## src/rtl/ac97_pkg.sv

```systemverilog
// Shared types and constants for the AC97 codec command scheduler: FSM states,
// register addresses and the power-up init command table.
package ac97_pkg;

   typedef enum logic [1:0] {
      ST_INIT        = 2'd0,
      ST_RUN         = 2'd1,
      ST_REINIT_PEND = 2'd2
   } state_e;

   typedef struct packed {
      logic [7:0]  addr;
      logic [15:0] data;
   } cmd_t;

   localparam int INIT_LEN = 7;

   localparam logic [7:0] REG_MASTER_VOL  = 8'h02;
   localparam logic [7:0] REG_HP_VOL      = 8'h04;
   localparam logic [7:0] REG_PC_BEEP_VOL = 8'h0A;
   localparam logic [7:0] REG_PHONE_VOL   = 8'h0C;
   localparam logic [7:0] REG_LINE_IN_VOL = 8'h10;
   localparam logic [7:0] REG_PCM_OUT_VOL = 8'h18;
   localparam logic [7:0] REG_GEN_PURPOSE = 8'h20;
   localparam logic [7:0] REG_VENDOR_ID   = 8'hFC;

   localparam cmd_t [0:INIT_LEN-1] INIT_TABLE = {
      {REG_MASTER_VOL,  16'h0303},
      {REG_HP_VOL,      16'h0707},
      {REG_PCM_OUT_VOL, 16'h0000},
      {REG_GEN_PURPOSE, 16'h8000},
      {REG_PHONE_VOL,   16'h8000},
      {REG_PC_BEEP_VOL, 16'h8000},
      {REG_LINE_IN_VOL, 16'h0808}
   };

   // Entries past the end of the table read as a harmless vendor-ID access.
   function automatic cmd_t init_cmd(input logic [7:0] idx);
      cmd_t c;
      c = {REG_VENDOR_ID, 16'h0000};
      if (idx < 8'(INIT_LEN))
         c = INIT_TABLE[idx[2:0]];
      return c;
   endfunction

endpackage

```

## src/rtl/ac97_rr_arb.sv

```systemverilog
// Two-way round-robin selector: a lone request always wins, a tie goes to the
// requester named by pointer.
module ac97_rr_arb (
   input  logic [1:0] req,
   input  logic       pointer,
   output logic [1:0] win
);

   for (genvar gi = 0; gi < 2; gi++) begin : g_win
      assign win[gi] = req[gi] && (!req[1-gi] || (pointer == 1'(gi)));
   end

endmodule

```

## src/rtl/ac97_cmd_sched.sv

```systemverilog
// Per-frame AC97 slot 1/2 command scheduler: plays the init table after reset
// or reinit, then round-robins register writes from two requesters.
module ac97_cmd_sched #(
   parameter int         INIT_LEN  = ac97_pkg::INIT_LEN,
   parameter logic [7:0] IDLE_ADDR = 8'hFC
) (
   input  logic        clock,
   input  logic        reset,
   input  logic        frame_start,
   input  logic        reinit,
   input  logic [1:0]  req,
   input  logic [7:0]  req_addr0,
   input  logic [7:0]  req_addr1,
   input  logic [15:0] req_data0,
   input  logic [15:0] req_data1,
   output logic [1:0]  grant,
   output logic [7:0]  cmd_addr,
   output logic [15:0] cmd_data,
   output logic        cmd_valid,
   output logic        init_done
);
   import ac97_pkg::*;

   localparam int IDX_W = (INIT_LEN > 1) ? $clog2(INIT_LEN) : 1;

   state_e           r_state, w_state_next;
   logic [IDX_W-1:0] r_idx, w_idx_next, w_eff_idx;
   logic             r_ptr, w_ptr_next;
   logic [7:0]       r_cmd_addr, w_addr_next;
   logic [15:0]      r_cmd_data, w_data_next;
   logic             r_cmd_valid, w_valid_next;
   logic [1:0]       r_grant, w_grant_next;
   logic             r_init_done, w_done_next;
   logic [1:0]       w_win;
   logic             w_init_step, w_run_step, w_last;
   cmd_t             w_tbl;

   ac97_rr_arb u_arb (
      .req     (req),
      .pointer (r_ptr),
      .win     (w_win)
   );

   // A reinit coinciding with a frame behaves as an init step from entry 0.
   assign w_init_step = frame_start && (reinit || r_state != ST_RUN);
   assign w_run_step  = frame_start && !reinit && r_state == ST_RUN;
   assign w_eff_idx   = reinit ? '0 : r_idx;
   assign w_last      = (w_eff_idx == IDX_W'(INIT_LEN - 1));
   assign w_tbl       = init_cmd(8'(w_eff_idx));

   always_ff @(posedge clock) begin
      if (reset) begin
         r_state     <= ST_INIT;
         r_idx       <= '0;
         r_ptr       <= 1'b0;
         r_cmd_addr  <= IDLE_ADDR;
         r_cmd_data  <= '0;
         r_cmd_valid <= 1'b0;
         r_grant     <= '0;
         r_init_done <= 1'b0;
      end else begin
         r_state     <= w_state_next;
         r_idx       <= w_idx_next;
         r_ptr       <= w_ptr_next;
         r_cmd_addr  <= w_addr_next;
         r_cmd_data  <= w_data_next;
         r_cmd_valid <= w_valid_next;
         r_grant     <= w_grant_next;
         r_init_done <= w_done_next;
      end
   end

   always_comb begin
      w_state_next = r_state;
      w_idx_next   = r_idx;
      if (w_init_step) begin
         if (w_last) begin
            w_state_next = ST_RUN;
            w_idx_next   = '0;
         end else begin
            w_state_next = ST_INIT;
            w_idx_next   = w_eff_idx + IDX_W'(1);
         end
      end else if (reinit) begin
         w_state_next = ST_REINIT_PEND;
         w_idx_next   = '0;
      end
   end

   always_comb begin
      w_addr_next  = r_cmd_addr;
      w_data_next  = r_cmd_data;
      w_valid_next = r_cmd_valid;
      w_grant_next = '0;
      w_done_next  = r_init_done;
      w_ptr_next   = r_ptr;
      if (w_init_step) begin
         w_addr_next  = w_tbl.addr;
         w_data_next  = w_tbl.data;
         w_valid_next = 1'b1;
         w_done_next  = w_last;
      end else if (reinit) begin
         w_done_next = 1'b0;
      end else if (w_run_step) begin
         // The pointer flips to favour whoever was not just served.
         if (w_win[0]) begin
            w_addr_next  = req_addr0;
            w_data_next  = req_data0;
            w_valid_next = 1'b1;
            w_grant_next = 2'b01;
            w_ptr_next   = 1'b1;
         end else if (w_win[1]) begin
            w_addr_next  = req_addr1;
            w_data_next  = req_data1;
            w_valid_next = 1'b1;
            w_grant_next = 2'b10;
            w_ptr_next   = 1'b0;
         end else begin
            w_addr_next  = IDLE_ADDR;
            w_data_next  = '0;
            w_valid_next = 1'b0;
         end
      end
   end

   assign grant     = r_grant;
   assign cmd_addr  = r_cmd_addr;
   assign cmd_data  = r_cmd_data;
   assign cmd_valid = r_cmd_valid;
   assign init_done = r_init_done;

endmodule

```

## config.mk

```make
export PLATFORM = sky130hd
export DESIGN_NAME = ac97_cmd_sched
export DESIGN_NICKNAME = d
export VERILOG_FILES = /design/src/rtl/ac97_pkg.sv /design/src/rtl/ac97_rr_arb.sv /design/src/rtl/ac97_cmd_sched.sv
export SDC_FILE = /design/constraint.sdc
export NUM_CORES = 1
export LEC_CHECK = 0
export CAP_MARGIN = 25
export CORE_ASPECT_RATIO = 1.2
export CORE_MARGIN = 4
export CORE_UTILIZATION = 40
export DETAILED_ROUTE_END_ITERATION = 16
export PLACE_DENSITY = 0.89
export SETUP_SLACK_MARGIN = 0.05
export SKIP_CTS_REPAIR_TIMING = 1
export SYNTH_ARGS = -nofsm -noshare
export SYNTH_HDL_FRONTEND = slang
export SYNTH_SLANG_ARGS = --single-unit
```

## constraint.sdc

```tcl
create_clock -name clock -period 1.9 [get_ports clock]
set_input_delay 0.38 -clock clock [delete_from_list [all_inputs] [get_ports clock]]
set_output_delay 0.38 -clock clock [all_outputs]
set_load 0.01 [all_outputs]
```

# [Word-level counts from Yosys, hierarchy flattened]
# Memory sizes are Yosys's and may differ from the RTL's.
# Index checks and enable logic that the tools add are counted.
[word_totals] rom_bits=192 mem_count=1 ram_bits=0 wordCells=70 output_inout_bits=28 reg_bits=34 in_bits=54 latchBits=0
[mem_list] memory="(name not given)" depth=8 word_bits=24 read_ports=1 rd_clocked_by_memory_dff=0 wr=0 line_no="ac97_pkg.sv:42" source="c = INIT_TABLE[idx[2:0]];"
[op_classes] n_div=0 eq_ne=4 n_bitwise=5 add_sub_neg=1 n_reduce_logical=18 muxes=30 mul=0 order_cmp=2 n_shift=0
[op_table] cell="two-way mux 16 bit" n=5
[op_table] cell="two-way mux 24 bit" n=3
[op_table] cell="two-way mux 8 bit" n=5
[op_table] cell="two-way mux 1 bit" n=11
[op_table] cell="two-way mux 3 bit" n=3
[op_table] cell="two-way mux 2 bit" n=3
[op_table] cell="nonzero test 2 bit" n=3
[op_table] cell="logical AND 1 bit" n=5
[op_table] cell="OR reduction 5 bit" n=1
[op_table] cell="greater-or-equal comparator 4 bit (second input constant)" n=1
[op_table] cell="!= test 2 x 1 -> 1 bit (second input constant)" n=2
[op_table] cell="inverter 1 bit" n=4
[op_table] cell="inverter 3 -> 4 bit" n=1
[op_table] cell="AND reduction 4 bit" n=1
[op_table] cell="OR reduction 4 bit" n=1
[op_table] cell="adder 3 x 1 -> 3 bit (second input constant)" n=1
[op_table] cell="== test 3 bit (second input constant)" n=1
[op_table] cell="logical NOT 1 bit" n=3
[op_table] cell="logical OR 1 bit" n=3
[op_table] cell="< comparator 3 bit (second input constant)" n=1
[op_table] cell="== test 2 x 1 -> 1 bit (second input constant)" n=1
[op_table] cell="AND reduction 2 bit" n=1

# [Logic depth before layout (Yosys ltp)]
# Gate-level depths: netlist (run 1).
[depth] ltp_word=8 ltp_mapped=6

# [Modules after synthesis]
# From an unflattened synthesis (run 1), not the netlist that was laid out.
[unflattened] cells_unflattened=170 area_unflattened_um2=1542.7
[by_module_without_submodules] mod="ac97_cmd_sched" cells_each=167 area_each_um2=1524.0 n_inst=1
[by_module_without_submodules] mod="ac97_rr_arb" cells_each=3 area_each_um2=18.8 n_inst=1

# [Worst setup path before layout (run 1)]
# No wires, ideal clock.
[synth_timing] path_type="reg2reg" from="reg r_state[0]" to="reg r_cmd_data[4] (netlist: cmd_data[4])" slack_ns=0.257 path_buffers=2 setup_ns=0.068 t_arrival_ns=1.575 path_stages_with_launch=7 required_ns=1.832 path_cell_list="dfxtp_1 > or3b_1 > buf_6 > nor4_4 > buf_6 > nand2_1 > o21ai_2"
[synth_via] elab_chain_cells=5
[synth_rtl] item="start, declared" line_no="ac97_cmd_sched.sv:26" source="state_e r_state, w_state_next;"
[synth_rtl] item="start signal, assigned" line_no="ac97_cmd_sched.sv:62" source="r_state <= w_state_next;"
[synth_rtl] item="!= test 2 x 1 -> 1 bit" line_no="ac97_cmd_sched.sv:45" source="assign w_init_step = frame_start && (reinit || r_state != ST_RUN);"
[synth_rtl] item="logical OR 1 bit" line_no="ac97_cmd_sched.sv:45"
[synth_rtl] item="logical AND 1 bit" line_no="ac97_cmd_sched.sv:45"
[synth_rtl] item="!= test 2 x 1 -> 1 bit (no line) or nonzero test 2 bit (tied branches)"
[synth_rtl] item="AND reduction 2 bit (no line)"
[synth_rtl] item="end signal, assigned" line_no="ac97_cmd_sched.sv:66" source="r_cmd_data <= w_data_next;"
[synth_rtl] item="end, declared" line_no="ac97_cmd_sched.sv:30" source="logic [15:0] r_cmd_data, w_data_next;"
# Parallel ways exist; a longest one is shown, timed or not.
# A chain may end at the register's enable or synchronous reset.

# [Final worst setup path (run 1)]
[layout_timing] from="in reinit" to="reg r_cmd_data[0] (netlist: cmd_data[0])"
[layout_via] elab_chain_cells=7
[layout_rtl] item="start, declared" line_no="ac97_cmd_sched.sv:10" source="input logic reinit,"
[layout_rtl] item="two-way mux 3 bit"
[layout_rtl] item="inverter 3 -> 4 bit (implied by the code)" line_no="ac97_pkg.sv:42"
[layout_rtl] item="memory (8 x 24 bit)"
[layout_rtl] item="two-way mux 24 bit (implied by the code) (2 in series)" line_no="ac97_pkg.sv:42"
[layout_rtl] item="two-way mux 24 bit" line_no="ac97_pkg.sv:41" source="if (idx < 8'(INIT_LEN))"
[layout_rtl] item="two-way mux 16 bit" line_no="ac97_cmd_sched.sv:97" source="if (w_init_step) begin"
# Parallel ways exist; a longest one is shown, timed or not. The select of a mux whose other input is x is not followed.

==> results of run 1 <==
## layer usage
layer | GRT usage | routed length (um) | up-vias
met5 | 0 | 0 | -
met4 | 0.118 | 218 | 0
met3 | 0.0679 | 548 | 24
met2 | 0.447 | 3360 | 119
met1 | 0.258 | 2370 | 929
li1 | - | - | 917
## path summary, 6_finish.rpt
check,startpoint,end,slack [ns],depth (start not counted)
hold / removal,cmd_data[7]$_SDFFE_PP0P_,cmd_data[7]$_SDFFE_PP0P_,0.45,2
setup reg to reg,r_state[0]$_SDFFE_PP0P_,cmd_data[0]$_SDFFE_PP0P_,0.26,4
hold reg to reg,cmd_data[7]$_SDFFE_PP0P_,cmd_data[7]$_SDFFE_PP0P_,0.45,2
setup / recovery,reinit,cmd_data[0]$_SDFFE_PP0P_,0.08,6
## final cells by class
type / instances / area (um2) / share of cell area
Clock buffer: 7 / 96.3 / 0.0336
Tap cell: 54 / 67.6 / 0.0236
Sequential cell: 33 / 661 / 0.231
Timing Repair Buffer: 116 / 1090 / 0.380
Multi-Input combinational cell: 136 / 931 / 0.325
Inverter: 4 / 15.0 / 0.00524
Clock inverter: 1 / 5.00 / 0.00175
## Yosys cell counts, types with 3 or more instances
cell type  count
dfxtp_1       33
a31oi_1        3
nand2_1       29
buf_6          5
a21oi_1        8
clkbuf_1       7
nor3_1         3
nand2b_1       7
o21ai_0        5
o221ai_1       3
a211oi_1       3
nand3_1        5
a221o_2        4
inv_1          4
nor2_1        12
o22a_1         3
a311oi_1       3
a22oi_2        8
## power breakdown
part           leakage (nW)  total [mW]  internal (mW)  switching (mW)
Sequential            0.270       0.734          0.716          0.0179
Clock                0.0542       0.590          0.327           0.262
Combinational         0.787       0.320          0.195           0.125
Total                  1.11        1.64           1.24           0.405
## placed cells by master (no fill, tap or decap), types with 3 or more instances in the layout
cell | synthesis | routed
clkdlybuf4s50_1 | 0 | 81
dfxtp_1 | 33 | 33
buf_4 | 1 | 33
nand2_1 | 29 | 29
nor2_1 | 12 | 11
a21oi_1 | 8 | 8
a22oi_2 | 8 | 8
nand2b_1 | 7 | 7
clkbuf_8 | 0 | 7
o21ai_0 | 5 | 5
nand3_1 | 5 | 5
inv_1 | 4 | 4
a221o_2 | 4 | 4
a211oi_1 | 3 | 3
nor3_1 | 3 | 3
a311oi_1 | 3 | 3
o22a_1 | 3 | 3
a31oi_1 | 3 | 3
o221ai_1 | 3 | 3
## sequential cells by signal (all words and copies together), names as in the netlist
register   cells
r_ptr          1
cmd_valid      1
grant          2
cmd_addr       8
r_idx          3
cmd_data      16
r_state        2
## cells by family (layout without fill, tap and decap cells)
logic type      Yosys count  count (layout)  share of synthesized area
mux                       2               2                     0.0118
xor+xnor                  2               2                     0.0103
simple gates             73              73                      0.226
flops                    33              33                      0.390
buf+inv                  18             128                     0.0643
fa+ha+maj                 1               1                    0.00739
compound gates           58              58                      0.290
## worst max-delay path, delay by kind of cell
kind | cells | cell delay, ns
buffers and inverters | 3 | 0.77
AO/OA/AOI/OAI | 2 | 0.71
AND/OR/NAND/NOR | 1 | 0.12
## stage by stage
step	hold WS (ns)	utilization	power, mW	instances
floorplan	0.463	-	0.844	187
global placement	0.423	0.688	1.05	343
detailed placement	0.442	0.688	1.06	343
CTS	0.452	0.713	1.64	351
global route	0.478	0.716	1.70	351
finish	0.447	0.716	1.64	351
==> results.toml, run 1 <==
[run_status]
status = "finished clean"

[global_routing]
grt_max_degree = 15
grtUsageTotal = 0.248
grt_pass1_vias = 2023
grt_antenna_before_repair = 0
grt_pass1_wl_um = 10000
overflow = 0

[die]
die_x_um = 67.4
start_util = 0.423
die-area_um2 = 5340
io-pin-count = 82
rows = 25
die_h_um = 79.3
core_area_um2 = 4000

[drt]
drt_first_pass_iters = 5
drtIter0Drc = 178
viasPerCell = 5.67
drc = 0
drt-wirelength-per-cell_um = 18.5
routed_wl_um = 6490
vias = 1989
postRouteAntennaNets = 0

[logic_synthesis]
mappedNetlistArea_um2 = 1690
synthArstFlopShare = 0
ys.warnings.count = 0
yosysUniqueCellTypes = 49
synth_area_per_cell_um2 = 9.05
synthFlopType = "dfxtp_1"
yosysSeqAreaShare = 0.390
synth_top_area_frac = 0.390
yosys.area.top_type = "dfxtp_1"
syn_inst = 187
syn-num-nets = 242
yosys-top-cells-area = "dfxtp_1 39%, nand2_1 6.4%, a22oi_2 5.9%"
synth_edf_count = 0
synth_seq_cells = 33

[cts]
cts_tree = "done"
h-tree-depth = 2
cts.reportedPaths.clkPinSlew_ns = 0.07
clock-sinks = 33
cts_buffers = 5
clock_latency_ns = 0.29
root_buffer = "clkbuf_8"
clockBufferDepth = 2

[timing]
slew_headroom = 0.686
maxSlewViolCount = 0
fin_ws_ns = 0.0846
hold_viol = 0
finalSetupTns_ns = 0
finalCritPeriodShare = 0.955
finClkSkew_ns = 0.00448
fmax_mhz = 551
fin_crit_ns = 1.82
tightest_slew_ns = 0.459
rsz0062_at_grt = "yes"
setup_violations = 0

[final_layout]
drive_gt1_frac = 0.226
nNetsFinal = 351
syn_to_final_growth_pct = 69.3
fillers = 273
final_area_um2 = 2870
n_antenna_cell = 0

[place]
preCtsSetupSlack_ns = -0.279
place_area_um2 = 2750
place_congestion = 0.815
port-buffer-count = 81
dp_hpwl_um = 4870

[pwr]
peakVddDrop_mv = 0.261
leakage_nw = 1.11
power.density_nw_per_um2 = 574

[setup_path]
end_kind = "flop"
cp_cell_sequence = "clkdlybuf4s50_1, buf_4, buf_4, o211ai_1, nand2_1, a221o_2"
cp.arrival_ns = 1.99
start_kind = "input pin"
crit_path_frequent_cell = "buf_4"
critPathRequiredTime_ns = 2.08
slowest_stage = "clkdlybuf4s50_1"
max_stage_delay_ns = 0.44
cp_max_fo = 9
critPathKind = "input pin to flop"

[flow_run]
cap_violations = 0

[min_path]
hp-class = "flop to flop"
Note: power is estimated with default switching activity, not from simulation.
==> inputs of run 2 (changes only) <==
--- a/config.mk
+++ b/config.mk
@@ -8,11 +8,12 @@
 export CAP_MARGIN = 25
 export CORE_ASPECT_RATIO = 1.2
 export CORE_MARGIN = 4
-export CORE_UTILIZATION = 40
+export CORE_UTILIZATION = 44
 export DETAILED_ROUTE_END_ITERATION = 16
-export PLACE_DENSITY = 0.89
+export PLACE_DENSITY = 0.95
 export SETUP_SLACK_MARGIN = 0.05
 export SKIP_CTS_REPAIR_TIMING = 1
+export SLEW_MARGIN = 40
 export SYNTH_ARGS = -nofsm -noshare
 export SYNTH_HDL_FRONTEND = slang
 export SYNTH_SLANG_ARGS = --single-unit
==> constraint.sdc (replaced) <==
create_clock -name clock -period 2.1 [get_ports clock]
set_input_delay 0.42 -clock clock [delete_from_list [all_inputs] [get_ports clock]]
set_output_delay 0.42 -clock clock [all_outputs]
set_load 0.01 [all_outputs]
==> run 2 against run 1 <==
  * Combinational power is 17% lower
  * Total power is 15% lower
  * Global-route usage is 0.31 points lower
  * Sequential power is 9.4% lower
  * Setup slack better by 0.020 ns
  * Hold slack worse by 0.010 ns
  * Die area is 8.1% lower
  * Sequential share of layout area is 1.1 points higher
  * Via count is 5.5% lower
  * Non-clock buffer count is 17 lower
  * First-iteration DRC count is 8.4% lower
  * Critical endpoint is now cmd_data[1]$_SDFFE_PP0P_
==> results.toml, run 2 (same netlist as run 1, synthesis figures left out) <==
[die]
die-area_um2 = 4910
io-pin-count = 82
core_area_um2 = 3660
rows = 24
die_x_um = 64.6
start_util = 0.462
die_h_um = 76.0

[setup_path]
r2r_start = "r_state[0]$_SDFFE_PP0P_"
crit_family = "buffers and inverters"
cp.arrival_ns = 2.16
slowest_stage = "or3b_1"
r2r_cells = 5
critical_path_buf_inv_count = 2
start_kind = "input pin"
worst_r2r_endpoint = "cmd_data[1]$_SDFFE_PP0P_"
rrSetupSlack_ns = 0.27
critPathRequiredTime_ns = 2.27
end_kind = "flop"
cp_max_fo = 5
max_stage_delay_ns = 0.51
cp_cell_sequence = "clkdlybuf4s50_1, or3b_1, buf_4, o211ai_1, nand2_1, a221o_2"
critPathKind = "input pin to flop"

[cts]
clock-sinks = 33
cts.reportedPaths.clkPinSlew_ns = 0.07
cts_buffers = 5
h-tree-depth = 2
cts_tree = "done"
clock_latency_ns = 0.28
root_buffer = "clkbuf_8"
clockBufferDepth = 2

[timing]
holdWs_ns = 0.437
fin_ws_ns = 0.104
slew_headroom = 0.565
fin_crit_ns = 2.00
rsz0062_at_grt = "no"
maxSlewViolCount = 0
fmax_mhz = 501
tightest_slew_ns = 0.636
hold_viol = 0
finalCritPeriodShare = 0.950
setup_violations = 0
finClkSkew_ns = 0.00784

[pwr]
total_power_mw = 1.40
power.density_nw_per_um2 = 514
peakVddDrop_mv = 0.338
leakage_nw = 1.02

[drt]
wl_met2_um = 2930
drt-wirelength-per-cell_um = 17.8
postRouteAntennaNets = 0
vias = 1879
wl_met3_um = 409
top_layer = "met4"
viasPerCell = 5.68
m1WireLength_um = 2270
drtIter0Drc = 163
drt_first_pass_iters = 4
routed_wl_um = 5900
drc = 0

[final_layout]
final_common_cell = "clkdlybuf4s50_1"
final_cell_mix = "81 x clkdlybuf4s50_1, 33 x dfxtp_1, 29 x nand2_1"
fin_cells = 331
syn_to_final_growth_pct = 61.5
fillers = 243
nNetsFinal = 334
utilization = 0.746
drive_gt1_frac = 0.161
largest_reg_flops = 16
n_antenna_cell = 0

[place]
placed_cells = 324
place_congestion = 0.785
preCtsSetupSlack_ns = -0.167
dp_hpwl_um = 4530
port-buffer-count = 81

[global_routing]
grt_max_degree = 19
grt_pass1_wl_um = 9420
grt_antenna_before_repair = 0
overflow = 0
grt_pass1_vias = 1952
grtUsageTotal = 0.245

[min_path]
min-delay-start = "cmd_data[14]$_SDFFE_PP0P_"
hp-class = "flop to flop"
hold_path_end = "cmd_data[14]$_SDFFE_PP0P_"
hold_depth = 2

[flow_run]
cap_violations = 0

[run_status]
status = "finished clean"
## run 2: per-stage QoR
stage / area [um2] / TNS, ns
after CTS: 2730 / 0
after detailed placement: 2650 / -0.868
after global placement: 2650 / -0.328
after floorplan: 1690 / 0
after global routing: 2730 / 0
final: 2730 / 0
## run 2: layer usage
layer	up-vias	global-route usage
met4	0	0.127
met2	101	0.428
met3	29	0.0651
li1	876	-
met5	-	0
met1	873	0.265
## run 2: worst max-delay path by stage
stage                start                  endpoint  cells after the start
finish              reinit  cmd_data[1]$_SDFFE_PP0P_                      6
global route        reinit  cmd_data[1]$_SDFFE_PP0P_                      6
CTS                 reinit  cmd_data[1]$_SDFFE_PP0P_                      6
detailed placement  reinit  cmd_data[1]$_SDFFE_PP0P_                      6
global placement    reinit  cmd_data[9]$_SDFFE_PP0P_                      6
floorplan           reinit  cmd_data[4]$_SDFFE_PP0P_                      6
## run 2: cell type report
class | count | area, um2 | area share
clock buffers | 7 | 86.3 | 0.0316
inverters | 4 | 15.0 | 0.00549
multi-input cells | 136 | 923 | 0.338
flip-flops and latches | 33 | 661 | 0.242
well taps | 52 | 65.1 | 0.0238
repair buffers | 99 | 983 | 0.360
## run 2: worst min-delay path, cell delays in order (launching register included)
cell and delay [ns]:
dfxtp_1 0.31, nand2_1 0.05, nand2_1 0.04
## run 2: report_power, final
part / leakage [nW] / switching [mW] / internal (mW)
Combinational: 0.709 / 0.102 / 0.163
Sequential: 0.270 / 0.0166 / 0.648
Clock: 0.0443 / 0.214 / 0.260
Total: 1.02 / 0.333 / 1.07
==> inputs of run 3 (changes only) <==
--- a/config.mk
+++ b/config.mk
@@ -13,7 +13,6 @@
 export PLACE_DENSITY = 0.95
 export SETUP_SLACK_MARGIN = 0.05
 export SKIP_CTS_REPAIR_TIMING = 1
-export SLEW_MARGIN = 40
 export SYNTH_ARGS = -nofsm -noshare
 export SYNTH_HDL_FRONTEND = slang
 export SYNTH_SLANG_ARGS = --single-unit
==> constraint.sdc (replaced) <==
create_clock -name clock -period 2.4 [get_ports clock]
set_input_delay 0.48 -clock clock [delete_from_list [all_inputs] [get_ports clock]]
set_output_delay 0.48 -clock clock [all_outputs]
set_load 0.01 [all_outputs]
==> run 3 against run 2 <==
  * Setup slack better by 0.30 ns
  * Final cell count down 2.1%
  * Combinational power down 16%
  * Global-route usage down 2.3 points
  * Total power down 13%
  * Non-clock buffer count down 7
  * Wire length down 9.3%
  * Sequential share of layout area up 0.82 points
  * Clock power down 13%
  * Critical path depth down 1
  * Critical endpoint is now cmd_data[15]$_SDFFE_PP0P_
==> results.toml, run 3 (same netlist as run 1, synthesis figures left out) <==
[pwr]
peakVddDrop_mv = 0.251
leakage_nw = 0.978
power.density_nw_per_um2 = 461

[global_routing]
grt_pass1_vias = 1782
grtUsageTotal = 0.222
grt_use_met3 = 0.0592
overflow = 0
grt.met1_usage = 0.255
grt_busiest_layer = "met2"
grt_pass1_wl_um = 8580
grt_antenna_before_repair = 0
use_met2 = 0.384
grt_max_degree = 19

[setup_path]
cp_cell_sequence = "clkdlybuf4s50_1, or3b_1, nor2_1, a32oi_1, a31oi_1"
end_kind = "flop"
cp.arrival_ns = 2.19
slowest_stage = "or3b_1"
critical_path_buf_inv_count = 1
max_stage_delay_ns = 0.53
critPathKind = "input pin to flop"
critPathRequiredTime_ns = 2.60
crit_family = "simple AND/OR/NAND/NOR gates"
start_kind = "input pin"
cp_max_fo = 8

[drt]
drc = 0
postRouteAntennaNets = 0
drtIter0Drc = 83
vias = 1826
drt-wirelength-per-cell_um = 16.5
viasPerCell = 5.64
routed_wl_um = 5340
drt_first_pass_iters = 5

[die]
die-area_um2 = 4910
core_area_um2 = 3660
die_h_um = 76.0
die_x_um = 64.6
rows = 24
start_util = 0.462
io-pin-count = 82

[final_layout]
largest_reg_flops = 16
final_cell_mix = "81 x clkdlybuf4s50_1, 33 x dfxtp_1, 29 x nand2_1"
multi_input_area_um2 = 923
seq_area_um2 = 661
fillers = 256
drive_gt1_frac = 0.140
final_common_cell = "clkdlybuf4s50_1"
n_antenna_cell = 0
syn_to_final_growth_pct = 56.2
nNetsFinal = 327

[cts]
clock_latency_ns = 0.28
cts.reportedPaths.clkPinSlew_ns = 0.06
root_buffer = "clkbuf_8"
cts_buffers = 5
h-tree-depth = 2
cts_tree = "done"
clock-sinks = 33
clockBufferDepth = 2

[place]
place_congestion = 0.819
port-buffer-count = 81
dp_hpwl_um = 4180

[min_path]
hp-class = "flop to flop"

[timing]
fmax_mhz = 502
setup_violations = 0
finalSetupTns_ns = 0
holdWs_ns = 0.443
fin_crit_ns = 1.99
maxSlewViolCount = 0
hold_viol = 0
finClkSkew_ns = 0.00692
tightest_slew_ns = 0.575
slew_headroom = 0.613
rsz0062_at_grt = "no"
finalCritPeriodShare = 0.830

[flow_run]
cap_violations = 0

[run_status]
status = "finished clean"
[run 3: cell types whose count changed in the layout (fill, tap and decap cells not counted), sizes merged]
cell / change
buf: -7
[run 3: worst paths after layout]
check | start | to | slack, ns | cells after the start
max | reinit | cmd_data[15]$_SDFFE_PP0P_ | 0.41 | 5
min | cmd_addr[0]$_SDFFE_PP0P_ | cmd_addr[0]$_SDFFE_PP0P_ | 0.44 | 2
max reg2reg | r_state[0]$_SDFFE_PP0P_ | cmd_data[15]$_SDFFE_PP0P_ | 0.66 | 4
min reg2reg | cmd_addr[0]$_SDFFE_PP0P_ | cmd_addr[0]$_SDFFE_PP0P_ | 0.44 | 2
[run 3: metrics by stage]
step	setup slack, ns	total power [mW]	instances	util	cell area, um2
after global routing	0.302	1.27	324	0.722	2640
after detailed placement	0.139	0.814	317	0.698	2560
after CTS	0.419	1.23	324	0.722	2640
after floorplan	0.680	0.668	187	-	1690
final	0.408	1.22	324	0.722	2640
after global placement	0.206	0.810	317	0.698	2560
[run 3: final cells by class]
cell class              count  share of cell area
inverters                   4             0.00568
repair buffers             92               0.338
well taps                  52              0.0246
multi-input cells         136               0.349
flip-flops and latches     33               0.250
clock buffers               7              0.0327
[run 3: power by group]
| group | internal [mW] | switching (mW) | total, mW |
|---|---|---|---|
| Sequential | 0.567 | 0.0146 | 0.582 |
| Combinational | 0.138 | 0.0848 | 0.223 |
| Clock | 0.227 | 0.187 | 0.414 |
| Total | 0.933 | 0.286 | 1.22 |
[run 3: worst reg2reg max path, delay by kind of cell (launching register included)]
family | cells | cell delay, ns
AOI/OAI and AO/OA | 2 | 0.39
and+or+nand+nor | 2 | 0.90
DFF | 1 | 0.37
[run 3: routing by layer]
metal  up-vias  routed length, um  share of wire
li1        860                  -              -
met1       862               2180           0.41
met2        92               2700           0.51
met3        12                357          0.067
met4         0                104          0.019
met5         -                  0              0
==> RTL change 1: new RTL, settings of run 1 <==
Change the package constant `INIT_LEN` from 7 to 8.
--- a/src/rtl/ac97_pkg.sv
+++ b/src/rtl/ac97_pkg.sv
@@ -15,3 +15,3 @@
 
-   localparam int INIT_LEN = 7;
+   localparam int INIT_LEN = 8;
 
Formal check against the unedited RTL: not equivalent (Yosys sat finds a counterexample within 4 cycles, from zero or initial values and one cycle with reset high).
==> RTL change 1 against run 1 <==
  * Clock power is 9.8% lower
  * Worst setup slack better by 0.18 ns
  * Cell count is 0.85% lower
  * Largest power group unchanged
  * Power is 6.3% lower
  * Sequential cell count stayed put
  * Critical endpoint is now cmd_addr[4]
  * Area after synthesis is 6.7% lower
  * Wire length is 18% lower
  * Design area is 3.1% lower
==> RTL change 1: results (changes against run 1) <==
Drt
  • Routed len/inst: 15.3 um (was 18.5 um)
  • WL final: 5.33 mm (was 6.49 mm)
  • DRT iter0 DRCs: 134 (was 178)

Logic synthesis
  • Cells after Synth: 185 (was 187)
  • Synth area leaders: dfxtp_1 42%, nand2_1 8.6%, a22oi_1 6.2% (was dfxtp_1 39%, nand2_1 6.4%, a22oi_2 5.9%)
  • Multiplexer share of the synthesized area: 0.634% (was 1.18%)
  • Adder-Cell Fraction of Synth Area: 4.75% (was 0.739%)
  • Compound-Gate Fraction of Synth Area: 23.8% (was 29.0%)
  • Syn_nets: 245 (was 242)
  • Sequential share of the synthesized area: 41.8% (was 39.0%)
  • Commonest cells post-synth: 36 x nand2_1, 33 x dfxtp_1, 13 x a22oi_1, 11 x nor2_1, 9 x inv_1 (was 33 x dfxtp_1, 29 x nand2_1, 12 x nor2_1, 8 x a21oi_1, 8 x a22oi_2)

Placement
  • Placed Cells: 340 (was 343)
  • Final HPWL DP: 4.03 mm (was 4.87 mm)
  • Placed cell area: 0.00266 mm2 (was 0.00275 mm2)
  • Gpl congestion: 0.843 (was 0.815)

Worst setup path
  • R2R Path End: r_idx[2] (was cmd_data[0])
  • Critical R2R Launch: r_idx[0] (was r_state[0])
  • Worst Path Max Fanout: 7 (was 9)
  • R2r worst-path depth: 9 (was 4)
  • Setup slack, reg-to-reg: 0.40 ns (was 0.26 ns)
  • Arr. time, crit path: 1.84 ns (was 1.99 ns)

Cells and area
  • Nets: 355 (was 351)
  • Share of cells above drive strength 1: 18.2% (was 22.6%)

Global routing
  • First-pass GRT wire length: 8.43 mm (was 10.0 mm)
  • Vias in the first global route: 1836 (was 2023)
  • GRT Util Overall: 21.5% (was 24.8%)

Status
  • Run status: finished, final reports clean (unchanged)

Power
  • Worst vdd ir: 0.531 mV (was 0.261 mV)
  • Leakage: 0.00113 uW (was 0.00111 uW)

Timing
  • Setup Skew: 0.00392 ns (was 0.00448 ns)

Hold path
  • WHS Endpoint: cmd_data[4] (was cmd_data[7])
  • Hold Startpoint: cmd_data[4] (was cmd_data[7])
RTL change 1: report_power, final:
group          total [uW]  internal, uW  switching, uW
Clock                 532           257            276
Combinational         283           177            105
Sequential            726           713           13.0
RTL change 1: kinds of logic after synthesis:
| kind of cell | count (synthesis) |
|---|---|
| buffers and inverters | 20 |
| xor gates and xnor gates | 1 |
| and+or+nand+nor | 71 |
| AOI/OAI and AO/OA | 53 |
| muxes | 1 |
| adders and majority gates | 6 |
| DFF | 33 |
RTL change 1: critical path, stage by stage:
cell and delay, ns:
clkdlybuf4s50_1 0.48, nor2b_1 0.23, buf_12 0.17, nand2b_1 0.19, o221ai_1 0.15, a41oi_1 0.24
RTL change 1: cell type report:
class                      instances  area share, %
inverter                           9           1.22
tap                               52           2.34
sequential                        33           23.8
clock buffer                       5           2.48
timing repair buffer             114           38.6
multi-input combinational        132           30.7
clock inverter                     3          0.811
RTL change 1: worst max-delay path by stage:
| stage | to | from | slack, ns |
|---|---|---|---|
| finish | cmd_addr[4] | req[0] | 0.27 |
| floorplan | cmd_data[3] | reinit | 0.27 |
| CTS | cmd_data[3] | reinit | 0.06 |
| detailed placement | cmd_data[3] | reinit | -0.24 |
| global route | cmd_addr[3] | req[1] | 0.18 |
| global placement | cmd_data[3] | reinit | -0.16 |
RTL change 1: layer usage:
metal  share of wire, %  vias to the layer above  track usage (%)
met5                  0                        -                0
met4                1.9                        0             8.51
met3                8.4                       12             6.29
met2                 51                      101             38.2
met1                 39                      831             23.4
li1                   -                      889                -
RTL change 1: stage by stage:
stage	hold WS, ns	utilization, %	total power, uW	setup slack [ns]	setup TNS [ns]
floorplan	0.446	-	822	0.273	0
global placement	0.423	71.5	1010	-0.160	-1.19
detailed placement	0.430	71.5	1020	-0.245	-2.13
CTS	0.441	73.9	1550	0.0565	0
global route	0.452	74.6	1600	0.179	0
finish	0.437	74.6	1540	0.265	0
==> RTL change 2: new RTL, flow settings as in run 1 <==
Without the edit above. Re-encode `state_e` (3 states) as one-hot, 3 bits wide.
--- a/src/rtl/ac97_pkg.sv
+++ b/src/rtl/ac97_pkg.sv
@@ -4,6 +4,6 @@
 
-   typedef enum logic [1:0] {
-      ST_INIT        = 2'd0,
-      ST_RUN         = 2'd1,
-      ST_REINIT_PEND = 2'd2
+   typedef enum logic [2:0] {
+      ST_INIT        = 3'b001,
+      ST_RUN         = 3'b010,
+      ST_REINIT_PEND = 3'b100
    } state_e;
Function: no difference found for any inputs over 10 cycles, from zero or initial values and one cycle with reset high; not proved beyond that.
==> RTL change 2 against run 1 <==
  * Sequential power rose by 2%
  * Critical path type unchanged
  * Area after synthesis down 1.4%
  * Count of clock-buffer cells in the layout unchanged
  * Wire length decreased by 18%
  * Power decreased by 1.1%
  * Clock power decreased by 7.3%
  * Maximum frequency up 5.1%
  * Sequential cell count is 1 higher
  * Worst setup slack gained 0.087 ns
  * Design area down 3.4%
==> RTL change 2: results (changes against run 1) <==
Status
  • Run status: finished, final reports clean (unchanged)

Drt
  • WL met2: 2.72 mm (was 3.36 mm)
  • Met3 WL: 453 um (was 548 um)
  • Via count: 1875 (was 1989)
  • Vias per cell: 5.50 (was 5.67)
  • DRT iter0 DRCs: 111 (was 178)
  • Pre-Repair DR Iteration Count: 4 (was 5)
  • WL final: 5.35 mm (was 6.49 mm)

Logic synthesis
  • Post-synthesis xor/xnor area fraction: 1.05% (was 1.03%)
  • Cells after Synth: 190 (was 187)
  • Synth area leaders: dfxtp_1 41%, a32o_1 9.6%, a22oi_1 4.9% (was dfxtp_1 39%, nand2_1 6.4%, a22oi_2 5.9%)
  • Sequential share of the synthesized area: 40.8% (was 39.0%)
  • Compound-Gate Fraction of Synth Area: 32.5% (was 29.0%)
  • Syn_nets: 245 (was 242)
  • Multiplexer share of the synthesized area: 0.600% (was 1.18%)

Cells and area
  • Clock-cell share: 3.30% (was 3.54%)
  • Register area: 681 um2 (was 661 um2)
  • Number of non-clock buffers in the layout: 107 (was 116)
  • Non-clock buffers, area share: 36.4% (was 38.0%)
  • Fillers: 320 (was 273)

Global routing
  • Vias in the first global route: 1849 (was 2023)
  • M1 GR Usage: 24.0% (was 25.8%)
  • M3 GR Usage: 6.36% (was 6.79%)
  • Largest net degree at the start of global routing: 30 (was 15)
  • Met2 usage: 35.6% (was 44.7%)
  • GRT Util Overall: 21.2% (was 24.8%)
  • First-pass GRT wire length: 8.52 mm (was 10.0 mm)

Power
  • Leakage: 0.00101 uW (was 0.00111 uW)
  • Switching Share: 24.4% (was 24.6%)
  • Worst vdd ir: 0.397 mV (was 0.261 mV)
  • Clock net power: 547 uW (was 590 uW)

Worst setup path
  • R2R Path End: r_idx[2] (was cmd_data[0])
  • Worst Setup SP: req[1] (was reinit)
  • Delay-heaviest family, CP: simple AND/OR/NAND/NOR gates (was buffers and inverters)
  • Worst Path Max Fanout: 5 (was 9)
  • CP endpoint: cmd_addr[2] (was cmd_data[0])
  • Arr. time, crit path: 1.89 ns (was 1.99 ns)

Placement
  • Placed Cells: 333 (was 343)
  • Gpl congestion: 0.821 (was 0.815)
  • Final HPWL DP: 4.12 mm (was 4.87 mm)
  • Dpl ws: -0.254 ns (was -0.279 ns)

Clocking
  • Clock Sink Count: 34 (was 33)

Timing
  • Tcrit/Tclk final: 91.0% (was 95.5%)
  • Slew at the pin closest to its max-slew limit: 0.495 ns (was 0.459 ns)
-- RTL change 2: cell types whose count changed in the layout (fill, tap and decap cells not counted), sizes merged, moves of 3 or more --
cell,before,now
a211oi,3,0
a221o,4,0
a31oi,3,8
a32o,1,16
buf,35,26
inv,4,7
nand2,29,18
nand2b,7,2
nand3,5,2
nor2b,2,5
nor3,4,7
o22a,3,0
o22ai,0,4
-- RTL change 2: worst min path at each step --
stage                      start      endpoint  slack, ns  cells past startpoint
detailed placement   cmd_data[9]   cmd_data[9]       0.47                      2
CTS                  cmd_data[3]   cmd_data[3]       0.48                      2
finish               cmd_data[9]   cmd_data[9]       0.49                      2
global route         cmd_data[9]   cmd_data[9]       0.51                      2
global placement    cmd_data[11]  cmd_data[11]       0.47                      2
floorplan                  reset   cmd_addr[5]       0.49                      2
